### src/rtl/bus_gate_arbiter.sv
`default_nettype none
// ============================================================================
// Module      : bus_gate_arbiter
// Description : Round-robin arbiter driving the four datapath bus gate
//               selects (MARMUX, PC, MDR, ALU). It grants one source at a
//               time, limits how long an owner may hold the bus while others
//               wait, and keeps the registered gates one-hot or all-zero.
//               Optional macro BUS_ARB_TURNAROUND_EN inserts a one-cycle
//               all-zero TURN state on every ownership change.
// Revision    : 1.0 - initial release
// ============================================================================
module bus_gate_arbiter #(
    parameter int MAX_HOLD = 4,
    parameter int CNT_W    = 3
) (
    input  logic       Clk,
    input  logic       Reset_n,
    input  logic [3:0] req,
    input  logic       lock,
    output logic       GateMARMUX,
    output logic       GatePC,
    output logic       GateMDR,
    output logic       GateALU,
    output logic [1:0] grant_id,
    output logic       bus_busy,
    output logic       preempt
);

    // Hold count value on which a waited-on owner is released, and the
    // saturation value of the counter.
    localparam logic [CNT_W-1:0] HOLD_LIM = CNT_W'(MAX_HOLD - 1);
    localparam logic [CNT_W-1:0] HOLD_MAX = '1;

    typedef enum logic [1:0] {
        ST_IDLE  = 2'd0,
`ifdef BUS_ARB_TURNAROUND_EN
        ST_TURN  = 2'd2,
`endif
        ST_GRANT = 2'd1
    } state_t;

    state_t           state,     state_nxt;
    logic [3:0]       grant_oh,  grant_nxt;
    logic [1:0]       owner,     owner_nxt;
    logic [1:0]       last_id,   last_nxt;
    logic [CNT_W-1:0] hold_cnt,  hold_nxt;
    logic             preempt_q, preempt_nxt;
`ifdef BUS_ARB_TURNAROUND_EN
    logic [1:0]       next_id,   next_id_nxt;
`endif

    logic       owner_req;
    logic [3:0] others;
    logic       others_pend;
    logic       release_now;
    logic [1:0] win;

    // First set bit of vec searching base+1, base+2, base+3, base+0.
    function automatic logic [1:0] rr_pick(input logic [1:0] base, input logic [3:0] vec);
        logic [1:0] idx;
        rr_pick = base;
        for (int i = 4; i >= 1; i--) begin
            idx = base + 2'(i);
            if (vec[idx]) begin
                rr_pick = idx;
            end
        end
    endfunction

    function automatic logic [3:0] onehot(input logic [1:0] id);
        onehot = 4'b0001 << id;
    endfunction

    assign owner_req   = req[owner];
    assign others      = req & ~onehot(owner);
    assign others_pend = |others;
    // Preempt is also gated by the previous pulse so it can never fire on
    // back-to-back cycles, even with MAX_HOLD of 1.
    assign release_now = !owner_req ||
                         (others_pend && !lock && !preempt_q && (hold_cnt >= HOLD_LIM));

    // Next-state and next-register decode; defaults hold every register.
    always_comb begin
        state_nxt   = state;
        grant_nxt   = grant_oh;
        owner_nxt   = owner;
        last_nxt    = last_id;
        hold_nxt    = hold_cnt;
        preempt_nxt = 1'b0;
        win         = 2'd0;
`ifdef BUS_ARB_TURNAROUND_EN
        next_id_nxt = next_id;
`endif
        case (state)
            ST_IDLE: begin
                if (|req) begin
                    win       = rr_pick(last_id, req);
                    state_nxt = ST_GRANT;
                    owner_nxt = win;
                    last_nxt  = win;
                    hold_nxt  = '0;
                    grant_nxt = onehot(win);
                end
            end
            ST_GRANT: begin
                if (release_now) begin
                    // Owner still requesting here means a forced release.
                    preempt_nxt = owner_req;
                    hold_nxt    = '0;
                    if (others_pend) begin
                        win = rr_pick(owner, others);
`ifdef BUS_ARB_TURNAROUND_EN
                        state_nxt   = ST_TURN;
                        next_id_nxt = win;
                        grant_nxt   = 4'b0000;
`else
                        owner_nxt   = win;
                        last_nxt    = win;
                        grant_nxt   = onehot(win);
`endif
                    end else begin
                        state_nxt = ST_IDLE;
                        grant_nxt = 4'b0000;
                    end
                end else if (hold_cnt != HOLD_MAX) begin
                    hold_nxt = hold_cnt + 1'b1;
                end
            end
`ifdef BUS_ARB_TURNAROUND_EN
            ST_TURN: begin
                // Winner was latched on entry; requests seen here are ignored.
                state_nxt = ST_GRANT;
                owner_nxt = next_id;
                last_nxt  = next_id;
                hold_nxt  = '0;
                grant_nxt = onehot(next_id);
            end
`endif
            default: begin
                state_nxt = ST_IDLE;
                grant_nxt = 4'b0000;
            end
        endcase
    end

    // State and datapath registers with synchronous active-low reset.
    always_ff @(posedge Clk) begin
        if (!Reset_n) begin
            state     <= ST_IDLE;
            grant_oh  <= 4'b0000;
            owner     <= 2'd0;
            last_id   <= 2'd3;
            hold_cnt  <= '0;
            preempt_q <= 1'b0;
`ifdef BUS_ARB_TURNAROUND_EN
            next_id   <= 2'd0;
`endif
        end else begin
            state     <= state_nxt;
            grant_oh  <= grant_nxt;
            owner     <= owner_nxt;
            last_id   <= last_nxt;
            hold_cnt  <= hold_nxt;
            preempt_q <= preempt_nxt;
`ifdef BUS_ARB_TURNAROUND_EN
            next_id   <= next_id_nxt;
`endif
        end
    end

    assign GateMARMUX = grant_oh[0];
    assign GatePC     = grant_oh[1];
    assign GateMDR    = grant_oh[2];
    assign GateALU    = grant_oh[3];
    assign grant_id   = owner;
    assign bus_busy   = |grant_oh;
    assign preempt    = preempt_q;

endmodule
`default_nettype wire

### config.mk
export PLATFORM = sky130hd
export DESIGN_NAME = bus_gate_arbiter
export DESIGN_NICKNAME = d
export VERILOG_FILES = /design/src/rtl/bus_gate_arbiter.sv
export SDC_FILE = /design/constraint.sdc
export NUM_CORES = 1
export LEC_CHECK = 0
export CAP_MARGIN = 20
export CELL_PAD_IN_SITES_DETAIL_PLACEMENT = 1
export CELL_PAD_IN_SITES_GLOBAL_PLACEMENT = 1
export CORE_MARGIN = 5
export CORE_UTILIZATION = 30
export CTS_CLUSTER_SIZE = 20
export DETAILED_ROUTE_END_ITERATION = 10
export PLACE_DENSITY = 0.61
export SKIP_LAST_GASP = 1
export SYNTH_ARGS = -nofsm -noshare
export SYNTH_HDL_FRONTEND = slang
export SYNTH_SLANG_ARGS = --single-unit
### constraint.sdc
create_clock -name Clk -period 2.44 [get_ports Clk]
set_input_delay 0.488 -clock Clk [delete_from_list [all_inputs] [get_ports Clk]]
set_output_delay 0.488 -clock Clk [all_outputs]
set_load 0.02 [all_outputs]
[After elaboration in Yosys (flattened, before gate mapping)]
Index checks and enable logic that the tools add are counted.
Widths: inputs -> output; s select.
Operators by class
  add/sub/neg operators: 7
  $lt $le $gt $ge: 8
  eq/ne operators: 7
  shifts and indexed selects: 3
  multiplexer cells: 41
  bitwise operators: 2
  reductions and logical operators: 17
Operators by type and width (count)
  $mux 2: 17
  $lt 2x3->1 const B: 7
  $bmux 1 s2: 7
  $mux 4: 3
  $reduce_or 4->1: 3
  $shl 1x2->4 const A: 3
  $mux 3: 3
  $reduce_and 3->1: 3
  $add 2x2->2 const B: 4
  $ne 2x2->1 const B: 4
  $pmux 2 s2: 2
  $pmux 4 s2: 1
  $mux 1: 7
  $ne 3x3->1 const B: 2
  $pmux 3 s2: 1
  $add 2x1->2 const B: 2
  $and 4x4->4: 1
  $not 4->4: 1
  $reduce_and 4->1: 1
  $add 3x1->3 const B: 1
  $ge 3x2->1 const B: 1
  $logic_and 1x1->1: 3
  $logic_not 1->1: 3
  $eq 2x1->1 const B: 1
  other kinds (4): 4
Word-level totals
  register bits after elaboration: 14
  bits of input ports: 7
  word-level logic and storage cells: 91

[Longest topological paths before layout]
Gate-level depths: netlist of run 1.
  depth after elaboration: 15
  depth in mapped cells: 9
  mapped depth without buffers: 8

[Worst setup path after synthesis of run 1]
Ideal clock, no wire load.
  path type: reg2reg
  start point: reg owner[0], in the netlist grant_id[0]
  end point: reg grant_oh[2]
  library setup time: 0.074 ns
  arrival: 2.243 ns
  data required time: 2.366 ns
  slack: 0.123 ns
  cell stages (with the launch flop): 10
  clock period less this slack: 2.317 ns
  cell sequence: dfxtp_1 > buf_2 > inv_1 > ha_1 > nor2b_1 > mux4_2 > nand3_1 > o2bb2ai_1 > or3_1 > a31oi_1
Between the ends
  cells in the longest elaborated chain, start to end: 15
  elaborated cells between the ends (all ways): 32
RTL lines
  from (decl): line 44  | logic [1:0] owner, owner_nxt;
  from (signal assigned): line 161  | owner <= owner_nxt;
  parallel branches: the longest is 15 deep, another holds $add 2x2->2
  to (signal assigned): line 160  | grant_oh <= grant_nxt;
  to (decl): line 43  | logic [3:0] grant_oh, grant_nxt;
Parallel ways; which one is timed is not known. The select of a mux whose other input is x is not followed.
A chain may end at the register's enable or synchronous reset.

[Worst setup path after layout of run 1]
  start point: in req[3]
  end point: reg grant_oh[2]
Between the ends
  cells in the longest elaborated chain, start to end: 13
  elaborated cells between the ends (all ways): 42
RTL lines
  from (decl): line 18  | input logic [3:0] req,
  $and 4x4->4: line 75  | assign others = req & ~onehot(owner);
  $bmux 1 s2: line 64  | if (vec[idx]) begin
  $mux 1 (implied by the code): line 64
  $mux 2 (3 in series): line 64
  $mux 2: line 110  | if (others_pend) begin
  $mux 2: line 106  | if (release_now) begin
  $mux 2: line 94  | case (state)
  $shl 1x2->4: line 71  | onehot = 4'b0001 << id;
  $mux 4: line 110
  $mux 4: line 106
  $pmux 4 s2: line 94
Several ways; a longest one is shown, not always the timed one. The select of a mux whose other input is x is not followed.

==> qor.yml, run 1 <==
die:
  die-area_mm2: 0.004513
  dieWidth_um: 67.18
  num_io_pins: 15
  start_util: 0.3161
  rows: 20
  coreArea_mm2: 0.003103
  die_y_um: 67.18
clocking:
  path_clk_slew_ns: 0.08
  h-tree-depth: 1
  numCtsBuffers: 3
  max-clock-path-buffers: 2
  clk-insertion-delay-late_ns: 0.28
  cts_tree: "done"
  root_buffer: "clkbuf_4"
  clkSinkCount: 13
  post-cts-setup-buffer-count: 0
timing:
  finalCritPeriodShare: 0.9536
  max_freq_mhz: 429.8
  fin_crit_ns: 2.327
  rsz0062_at_grt: "false"
  tightest_slew_ns: 0.4770
  slew_headroom: 0.6820
  slew_viol_final: 0
  timing.final.setup_violations: 0
  hold_viol: 0
  worst_slack_ns: 0.1132
  skew_ns: 0.005657
  holdWs_ns: 0.5074
yosys:
  avgSynthCellArea_um2: 8.313
  synth_cell_types: 40
  synth.largest_area_cell: "dfxtp_1"
  syn-instance-count: 118
  yosys_most_used_dff: "dfxtp_1"
  async_reset_ff_frac: 0
  synth_top_area_share: 0.2653
  syn_area_um2: 980.9
  netlist_top_cells_area: "dfxtp_1 (27%), ha_1 (8.9%), a21oi_1 (5.1%), nand2b_1 (5.1%), mux4_2 (4.6%)"
  synth_seq_cells: 13
  syn_nets: 132
  synth_warnings: 0
  synth_edf_count: 0
  yosysSeqAreaShare: 0.2653
route:
  vias: 1025
  ant_nets: 0
  avgViaCountPerCell: 5.311
  drc: 0
  wl_per_cell_um: 14.84
  routed_wl_um: 2865
  dr.pass1.iters: 4
  drt_iter0_drc: 41
power:
  p_leak_uw: 0.0005660
  finalPower_uw: 1123
  ir_drop_mv: 0.4040
  p_clk_frac: 0.121
  swShare: 0.4205
  p_per_area_mw_per_mm2: 847.0
  p_seq_frac: 0.276
  p_sw_uw: 472.4
  p_comb_frac: 0.603
  intPower_uw: 651.0
final_layout:
  syn_to_final_growth_pct: 35.20
  antenna_cells: 0
  nNetsFinal: 164
  drive_above_1_share: 0.1946
  stdcell_count: 193
critical_path:
  crit_path_start_kind: "input pin"
  critical_path_class: "input pin to flip-flop"
  arrival_ns: 2.53
  slowest_delay_ns: 0.49
  cp_common_cell: "a31oi_1"
  crit_fanout: 5
  crit_path_top_delay_cell: "mux4_2"
  endpoint_kind: "flip-flop"
  crit_path_cell_trace: "clkdlybuf4s50_1 -> nor2b_2 -> mux4_2 -> a31oi_1 -> o2bb2ai_2 -> or3_1 -> a31oi_1"
  reg2reg_slack_ns: 0.20
  worstPathRequired_ns: 2.64
hold_path:
  min_path_type: "flip-flop to flip-flop"
place:
  io_buffers: 14
  dpl.hpwl_um: 2267
  pre_cts_ws_ns: -0.1791
  gp_congestion: 0.8342
  placed_cells: 189
global_routing:
  grt_max_degree: 13
  grt_antenna_before_repair: 0
  grt_pass1_wl_um: 5043
  grt-ovfl-total: 0
  grt_pass1_vias: 1055
  grtUsageTotal: 0.1441
run_status:
  outcome: "finished clean"
job:
  cap_violations: 0
-- worst max-delay path: cells and delay by family --
kind / cells / cell delay, ns
multiplexers: 1 / 0.49
AO/OA/AOI/OAI: 3 / 0.54
AND/OR/NAND/NOR: 2 / 0.53
buffers and inverters: 1 / 0.48
-- layout by cell type, fill, tap and decap left out, drive strengths merged, types with 5 or more instances in the layout --
cell / Yosys / final
ha: 7 / 7
nand2: 5 / 5
clkdlybuf4s50: 0 / 13
nor2b: 6 / 6
nand2b: 8 / 8
dfxtp: 13 / 13
o21ai: 6 / 6
a21oi: 10 / 10
nor2: 11 / 11
inv: 8 / 8
buf: 1 / 17
-- final timing paths --
check / from / endpoint / cells past startpoint
max: req[3] / grant_oh[2]$_SDFFE_PN0P_ / 7
min: hold_cnt[1]$_SDFFE_PN0P_ / hold_cnt[1]$_SDFFE_PN0P_ / 2
max reg2reg: grant_id[0]$_SDFFE_PN0P_ / grant_oh[2]$_SDFFE_PN0P_ / 8
min reg2reg: hold_cnt[1]$_SDFFE_PN0P_ / hold_cnt[1]$_SDFFE_PN0P_ / 2
-- registers in the layout, summed over array words and instances (netlist names) --
name	flops
grant_id	2
grant_oh	4
hold_cnt	3
last_id	2
preempt	1
state	1
-- layer usage --
metal  track usage  wire (µm)
met1        0.1962       1355
met2        0.2344       1335
met3       0.03993        163
met4       0.01519         10
met5             0          0
-- area by class of cell --
type / instances / area, µm²
repair buffers: 31 / 270.3
fillers: 404 / 1777
clock buffers: 4 / 26.28
inverters: 8 / 30.03
multi-input cells: 93 / 683.2
flip-flops and latches: 13 / 261.5
well taps: 44 / 55.05
-- Yosys cell counts (2+ instances only) --
master and instances:
nand2_1 5, nor2_1 11, nor3_1 2, or3_1 3, o21ai_0 5, clkbuf_1 3
mux2i_1 3, a31oi_1 4, a2bb2oi_1 2, or4_1 2, ha_1 7, dfxtp_1 13
nor2b_2 2, nor2b_1 4, mux4_2 2, o311a_1 2, nand2b_1 8, a21oi_1 10
inv_1 8, a211oi_1 2
-- power groups by stage --
stage               combinational [µW]  sequential, µW  clock [µW]
finish                             677             310         136
global route                       743             320         156
CTS                                668             310         142
detailed placement                 659             314           0
global placement                   649             311           0
floorplan                          374             331           0
-- logic make-up (layout without fill, tap and decap cells) --
kind of cell	count (synthesis)	in the layout	synth area share
multiplexers	5	5	0.07653
flip-flops	13	13	0.2653
AO/OA/AOI/OAI	36	36	0.2526
adder cells (fa/ha/maj)	7	7	0.08928
buffers and inverters	12	43	0.04719
AND/OR/NAND/NOR	45	45	0.2691
-- stage by stage --
step,util,TNS [ns],cell area (µm²)
final,0.4274,0,1326
after CTS,0.4234,0,1314
after detailed placement,0.4149,-0.4991,1287
after floorplan,-,0,980.9
after global placement,0.4149,-0.2904,1287
after global routing,0.4274,0,1326
-- timing repair --
item	CTS	global route
endpoints found under the setup margin	0	1
resized for setup	0	4
hold buffers	0	0
Note: power is estimated with default switching activity, not from simulation.
==> inputs of run 2 (changes only) <==
--- a/config.mk
+++ b/config.mk
@@ -8,7 +8,7 @@
 export CAP_MARGIN = 20
 export CELL_PAD_IN_SITES_DETAIL_PLACEMENT = 1
 export CELL_PAD_IN_SITES_GLOBAL_PLACEMENT = 1
-export CORE_MARGIN = 5
+export CORE_MARGIN = 2
 export CORE_UTILIZATION = 30
 export CTS_CLUSTER_SIZE = 20
 export DETAILED_ROUTE_END_ITERATION = 10
==> run 2 against run 1 <==
  * Die area shrank 17%
  * Sequential share of layout area fell by 0.11 points
  * Via count down 4.0%
  * Clock power is essentially flat
  * Utilization increased by 0.39 points
  * Combinational power hardly changed
  * Clock skew barely moved
  * Hold slack got worse by 0.00062 ns
  * Maximum frequency grew 2.6%
==> qor.yml, run 2 (synthesis results as in run 1) <==
timing:
  max_freq_mhz: 440.8
  slew_viol_final: 0
  worst_slack_ns: 0.1714
  timing.final.setup_violations: 0
  hold_viol: 0
  skew_ns: 0.005507
  fin_crit_ns: 2.269
  tightest_slew_ns: 0.4513
  rsz0062_at_grt: "false"
  finalCritPeriodShare: 0.9297
  slew_headroom: 0.6966
die:
  rows: 20
  dieWidth_um: 61.18
  die-area_mm2: 0.003743
  die_y_um: 61.18
  start_util: 0.3187
  num_io_pins: 15
  coreArea_mm2: 0.003078
route:
  wl_per_cell_um: 13.64
  ant_nets: 0
  drc: 0
  routed_wl_um: 2646
  vias: 984
  dr.pass1.iters: 4
  drt_iter0_drc: 21
  avgViaCountPerCell: 5.072
global_routing:
  grt-ovfl-total: 0
  grt_antenna_before_repair: 0
  grt_pass1_vias: 1012
  grt_max_degree: 13
  grtUsageTotal: 0.1634
  grt_pass1_wl_um: 4567
final_layout:
  antenna_cells: 0
  final_cell_mix: "buf_4 (18), clkdlybuf4s50_1 (14), dfxtp_1 (13)"
  reg.largest.list: "grant_oh: 4 flops, hold_cnt: 3 flops"
  fillers: 389
  drive_above_1_share: 0.1867
  syn_to_final_growth_pct: 35.33
  ff_latch_area_um2: 260.3
  nNetsFinal: 165
  regMostFlops: "grant_oh"
  layout_commonest_cell: "buf_4"
  largest_reg_flops: 4
  multi_input_area_um2: 680.7
critical_path:
  endpoint_kind: "flip-flop"
  crit_fanout: 5
  crit_path_start_kind: "input pin"
  timing.critical_path.buf_inv: 1
  worstPathRequired_ns: 2.65
  cpLargestDelayFamily: "simple AND/OR/NAND/NOR gates"
  slowest_delay_ns: 0.49
  cp_common_cell: "a31oi_1"
  rr_startpoint: "grant_id[1]$_SDFFE_PN0P_"
  crit_path_cell_trace: "clkdlybuf4s50_1 -> nor2b_2 -> mux4_2 -> a31oi_1 -> o2bb2ai_2 -> or3_1 -> a31oi_1"
  critical_path_class: "input pin to flip-flop"
  crit_path_top_delay_cell: "clkdlybuf4s50_1"
  cp-startpoint: "req[3]"
  arrival_ns: 2.48
place:
  gp_congestion: 0.7936
  io_buffers: 14
  pre_cts_ws_ns: -0.1142
  dpl.hpwl_um: 2253
clocking:
  path_clk_slew_ns: 0.08
  max-clock-path-buffers: 2
  h-tree-depth: 1
  root_buffer: "clkbuf_4"
  cts_tree: "done"
  numCtsBuffers: 3
  clkSinkCount: 13
  post-cts-setup-buffer-count: 0
  clk-insertion-delay-late_ns: 0.27
  cts_resized: 0
  cts-hold-fix-buffers: 0
hold_path:
  hp-start: "hold_cnt[1]$_SDFFE_PN0P_"
  min_path_type: "flip-flop to flip-flop"
power:
  intPower_uw: 652.0
  p_per_area_mw_per_mm2: 838.2
  swShare: 0.4141
  p_leak_uw: 0.0005599
  p_seq_frac: 0.275
  p_clk_frac: 0.119
  p_sw_uw: 460.8
  ir_drop_mv: 0.4550
  p_comb_frac: 0.606
  finalPower_uw: 1113
run_status:
  outcome: "finished clean"
job:
  cap_violations: 0
[run 2: cell type report]
type / count / area share
clock buffer: 4 / 0.01979
inverter: 8 / 0.02262
multi-input combinational: 93 / 0.5127
sequential: 13 / 0.1960
tap: 44 / 0.04147
timing repair buffer: 32 / 0.2074
[run 2: tightest hold or removal path, cell delays in order, from the launching register on]
cell and delay (ns):
dfxtp_1 0.33, nand2b_1 0.07, a21oi_1 0.06
[run 2: final timing paths]
kind / endpoint / slack, ns / cells past startpoint
max: grant_oh[2]$_SDFFE_PN0P_ / 0.17 / 7
min: hold_cnt[1]$_SDFFE_PN0P_ / 0.51 / 2
max reg2reg: last_id[1]$_SDFFE_PN1P_ / 0.28 / 10
min reg2reg: hold_cnt[1]$_SDFFE_PN0P_ / 0.51 / 2
[run 2: routing by layer]
metal  wire, µm  GRT usage  up-vias
met5          0          0        -
met4         12    0.02795        0
met3         64    0.03782        2
met2       1332     0.2979       12
met1       1236     0.1972      467
li1           -          -      503
[run 2: stage by stage]
stage	std cells	util	area [µm²]	setup TNS (ns)	hold slack (ns)
after global placement	190	0.4207	1295	-0.2438	0.4814
final	194	0.4313	1328	0	0.5067
after global routing	194	0.4313	1328	0	0.5351
after floorplan	118	-	980.9	0	0.4629
after detailed placement	190	0.4207	1295	-0.5882	0.5027
after CTS	194	0.4293	1321	0	0.5162
[run 2: power groups by stage]
stage	combinational, µW	sequential, µW	clock (µW)
6_report	675	306	133
5_1_grt	753	314	152
4_1_cts	673	307	141
3_5_place_dp	669	311	0
3_3_place_gp	651	309	0
2_1_floorplan	374	331	0
==> edit 1 (settings of run 1) <==
The option `BUS_ARB_TURNAROUND_EN` is turned on by a define.
--- a/src/rtl/bus_gate_arbiter.sv
+++ b/src/rtl/bus_gate_arbiter.sv
@@ -11,2 +11,4 @@
 // ============================================================================
+`define BUS_ARB_TURNAROUND_EN
+
 module bus_gate_arbiter #(
Function: changed (Yosys sat finds a counterexample within 4 cycles, from zero or initial values and one cycle with Reset_n low).
==> edit 1 against run 1 <==
Non-clock buffer count shrank 4. Synthesized area rose by 10%. Sequential cell count increased by 3. Global-route usage decreased by 2.1 points. Final cell count rose by 0.52%. Design area increased by 5.0%. Setup slack improved by 0.16 ns. Maximum frequency is 7.4% higher. Wire length is 2.3% lower.
Power is not compared: it rests on default switching activity, and its combinational part moved more than twofold at a synthesized area within 25%.
==> edit 1: results (changes against run 1) <==
synth.mux.area_fraction_pct: 9.02  # +1.4 points
postCtsSetupBuffers: 0  # unchanged
yosysUniqueCellTypes: 46  # +15%
cp-startpoint: "grant_oh[3]$_SDFFE_PN0P_"
yosys.area_share.adder_pct: 8.09  # -0.84 points
syn_inst: 122  # +3.4%
gp_congestion: 0.822  # -1.5%
hold_start: "grant_oh[1]$_SDFFE_PN0P_"
fin_area_um2: 1390  # +5.0%
slowest_stage: "clkdlybuf4s50_1"
drt_iter0_drc: 43  # +4.9%
antenna_found_initial: 0  # unchanged
syn_nets: 136  # +3.0%
yosys-top-cells-area: "dfxtp_1 30%, ha_1 8.1%, mux2i_1 5.5%, nor2b_1 4.0%, nand2_1 3.8%"
io_buffers: 14  # unchanged
grt_pass1_vias: 1084  # +2.7%
cts_max_path_buffers: 2  # unchanged
max-slew-margin-rel_pct: 54.9  # -13 points
grt_max_degree: 23  # +10
layout-drive-gt1-share_pct: 15.5  # -3.9 points
grt_pass1_wl_um: 4980  # -1.2%
cp_max_fo: 3  # -2
ys_seq_area_share_pct: 29.6  # +3.1 points
ys_top_cells_by_count: "16 x dfxtp_1, 11 x nand2_1, 8 x nor2_1"
reg_top3: "grant_oh (4), hold_cnt (3)"
r2r_start: "grant_id[0]$_SDFFE_PN0P_"
grtUsageTotal_pct: 12.3  # -2.1 points
fillCellCount: 406  # +0.50%
final_nets: 163  # -0.61%
pre_cts_slack_ns: 0.0296  # +0.209 ns
synth-compound-area-share_pct: 24.5  # -0.75 points
status: "finished clean"
dpl_cell_area_um2: 1360  # +5.3%
power_leakage_uw: 0.000555
cts_resized: 0  # unchanged
clk_pin_slew_ns: 0.11  # +0.03 ns
dp_cells: 190  # +0.53%
crit_path_max_incr_delay_ns: 0.55  # +0.06 ns
worstPathArrival_ns: 1.68  # -0.85 ns
final_cells: 194  # +0.52%
path_delay_family: "buffers and inverters"
synth_xor_area_share_pct: 0.809  # +0.81 points
fin_skew_ns: 0.00622  # +0.000558 ns
detailed_place_hpwl_um: 2270  # about the same
dr.pass1.iters: 4  # unchanged
vias: 996  # -2.8%
htreeDepth: 1  # unchanged
ys_warn_count: 0  # unchanged
wire_per_inst_um: 14.4  # -2.8%
async_flop_share_pct: 0  # unchanged
==> edit 1: worst paths after layout <==
| check | end | slack, ns | cells past startpoint |
|---|---|---|---|
| setup / recovery | bus_busy | 0.27 | 2 |
| hold / removal | grant_oh[1]$_SDFFE_PN0P_ | 0.48 | 2 |
| setup reg to reg | hold_cnt[1]$_SDFFE_PN0P_ | 0.29 | 6 |
| hold reg to reg | grant_oh[1]$_SDFFE_PN0P_ | 0.48 | 2 |
==> edit 1: per-stage QoR <==
| stage | hold slack, ns | util, % |
|---|---|---|
| final | 0.481 | 40.8 |
| after global routing | 0.514 | 40.8 |
| after CTS | 0.486 | 40.8 |
| after detailed placement | 0.471 | 39.7 |
| after global placement | 0.466 | 39.7 |
| after floorplan | 0.481 | - |
==> edit 1: where the power goes <==
group          total (uW)  internal (uW)  leakage, uW  switching, uW
Sequential            322            289     0.000131           33.4
Clock                 183           90.8    0.0000210           92.1
Combinational         330            163     0.000403            168
==> edit 1: logic make-up after synthesis <==
kind of cell | Yosys count
AO/OA/AOI/OAI | 34
XOR/XNOR | 1
adder cells (fa/ha/maj) | 7
buffers and inverters | 10
flip-flops | 16
multiplexers | 8
AND/OR/NAND/NOR | 46
==> edit 1: final cells by class <==
cell class              instances  area share (%)
inverters                       5            1.35
clock buffers                   4            2.61
multi-input cells              96            51.8
flip-flops and latches         16            23.0
well taps                      46            4.13
repair buffers                 27            17.1
==> edit 1: worst reg2reg max path: stages, from the launching register on <==
cell and delay, ns:
dfxtp_1 0.48, ha_1 0.27, nor2b_4 0.06, or4_4 0.57
a211oi_4 0.33, a221o_1 0.23, a32o_1 0.16
==> edit 1: per-layer routing <==
metal  wire [um]  GRT usage, %  vias up
li1            -             -      514
met3         100          2.87        2
met4          20          3.19        0
met5           0             0        -
met2        1350          20.6       15
met1        1330          15.7      465
==> edit 2 (settings of run 1) <==
Without the edit above. Reset style: asynchronous (`Reset_n`), changed in one clocked block. Comments in the files are not updated.
--- a/src/rtl/bus_gate_arbiter.sv
+++ b/src/rtl/bus_gate_arbiter.sv
@@ -146,3 +146,3 @@
     // State and datapath registers with synchronous active-low reset.
-    always_ff @(posedge Clk) begin
+    always_ff @(posedge Clk or negedge Reset_n) begin
         if (!Reset_n) begin
Formal check against the unedited RTL: differs if Reset_n is asserted again (counterexample within 4 cycles, from zero or initial values and one cycle with Reset_n low); with Reset_n held inactive, the same outputs for 10 cycles.
==> edit 2 against run 1 <==
Highest routed layer unchanged. Largest power group unchanged. Die area grew 5.9%. Global-route usage fell by 1.5 points. Maximum frequency up 3.6%. Setup slack improved by 0.080 ns. Total power is 61% higher. Wire length rose by 1.2%. Sequential cell count is the same. Critical endpoint is now bus_busy. Synthesized area up 6.9%. Design area rose by 2.7%. Combinational power is 86% higher. Core utilization shrank 2.2 points.
==> edit 2: results (changes against run 1) <==
status: "finished clean"
reg2reg_setup_slack_ns: 0.25  # +0.05 ns
final_nets: 156  # -4.9%
dpl_cell_area_um2: 1340  # +3.8%
grtUsageTotal_pct: 12.9  # -1.5 points
avgSynthCellArea_um2: 9.45  # +14%
fillCellCount: 424  # +5.0%
synth.mux.area_fraction_pct: 9.90  # +2.3 points
r2r_cells: 7  # -1
yosysUniqueCellTypes: 39  # -2.5%
grt_pass1_wl_um: 5060  # +0.42%
yosys.area_share.adder_pct: 8.35  # -0.58 points
gp_congestion: 0.881  # +5.6%
drt_iter0_drc: 64  # +56%
route.met2.wl_um: 1490  # +12%
worstPathArrival_ns: 1.76  # -0.77 ns
p_clk_share_pct: 7.4  # -4.7 points
cp_max_fo: 3  # -2
power_leakage_uw: 0.000594  # +5.0%
p_sw_uw: 833  # +76%
p_seq_uw: 416  # +34%
hold_slack_ns: 0.542  # +0.0342 ns
fin_skew_ns: 0.0127  # +0.00705 ns
ys_top_cells_by_count: "11 x dfrtp_1, 10 x a21oi_1, 7 x ha_1, 7 x mux2i_1, 7 x nand2b_1"
wl_met3_um: 103  # -37%
r2r_end: "grant_oh[0]$_DFFE_PN0P_"
cp-startpoint: "grant_oh[1]$_DFFE_PN0P_"
==> edit 2: changes by cell type after synthesis, moves of 3 or more <==
cell / delta
nand3_1: +3
dfrtp_1: +11
inv_1: -3
o21ai_0: -3
nor2_1: -10
nor3b_1: +3
mux2i_1: +4
dfxtp_1: -13
a22o_1: +3
==> edit 2: layer usage <==
metal,up-vias,track usage (%)
li1,490,-
met1,503,16.3
met2,19,22.1
met3,2,3.49
met4,0,2.17
met5,-,0
==> edit 2: critical path: stages, from the launching register on <==
cell and delay (ns):
dfrtp_1 0.41, or4_1 0.52, clkdlybuf4s50_1 0.55
==> edit 2: final cells by class <==
class	count	area (um^2)	area share, %
multi-input cells	90	683	50.1
flip-flops and latches	13	328	24.1
repair buffers	28	245	18.0
well taps	46	57.6	4.22
clock buffers	4	26.3	1.93
inverters	6	22.5	1.65
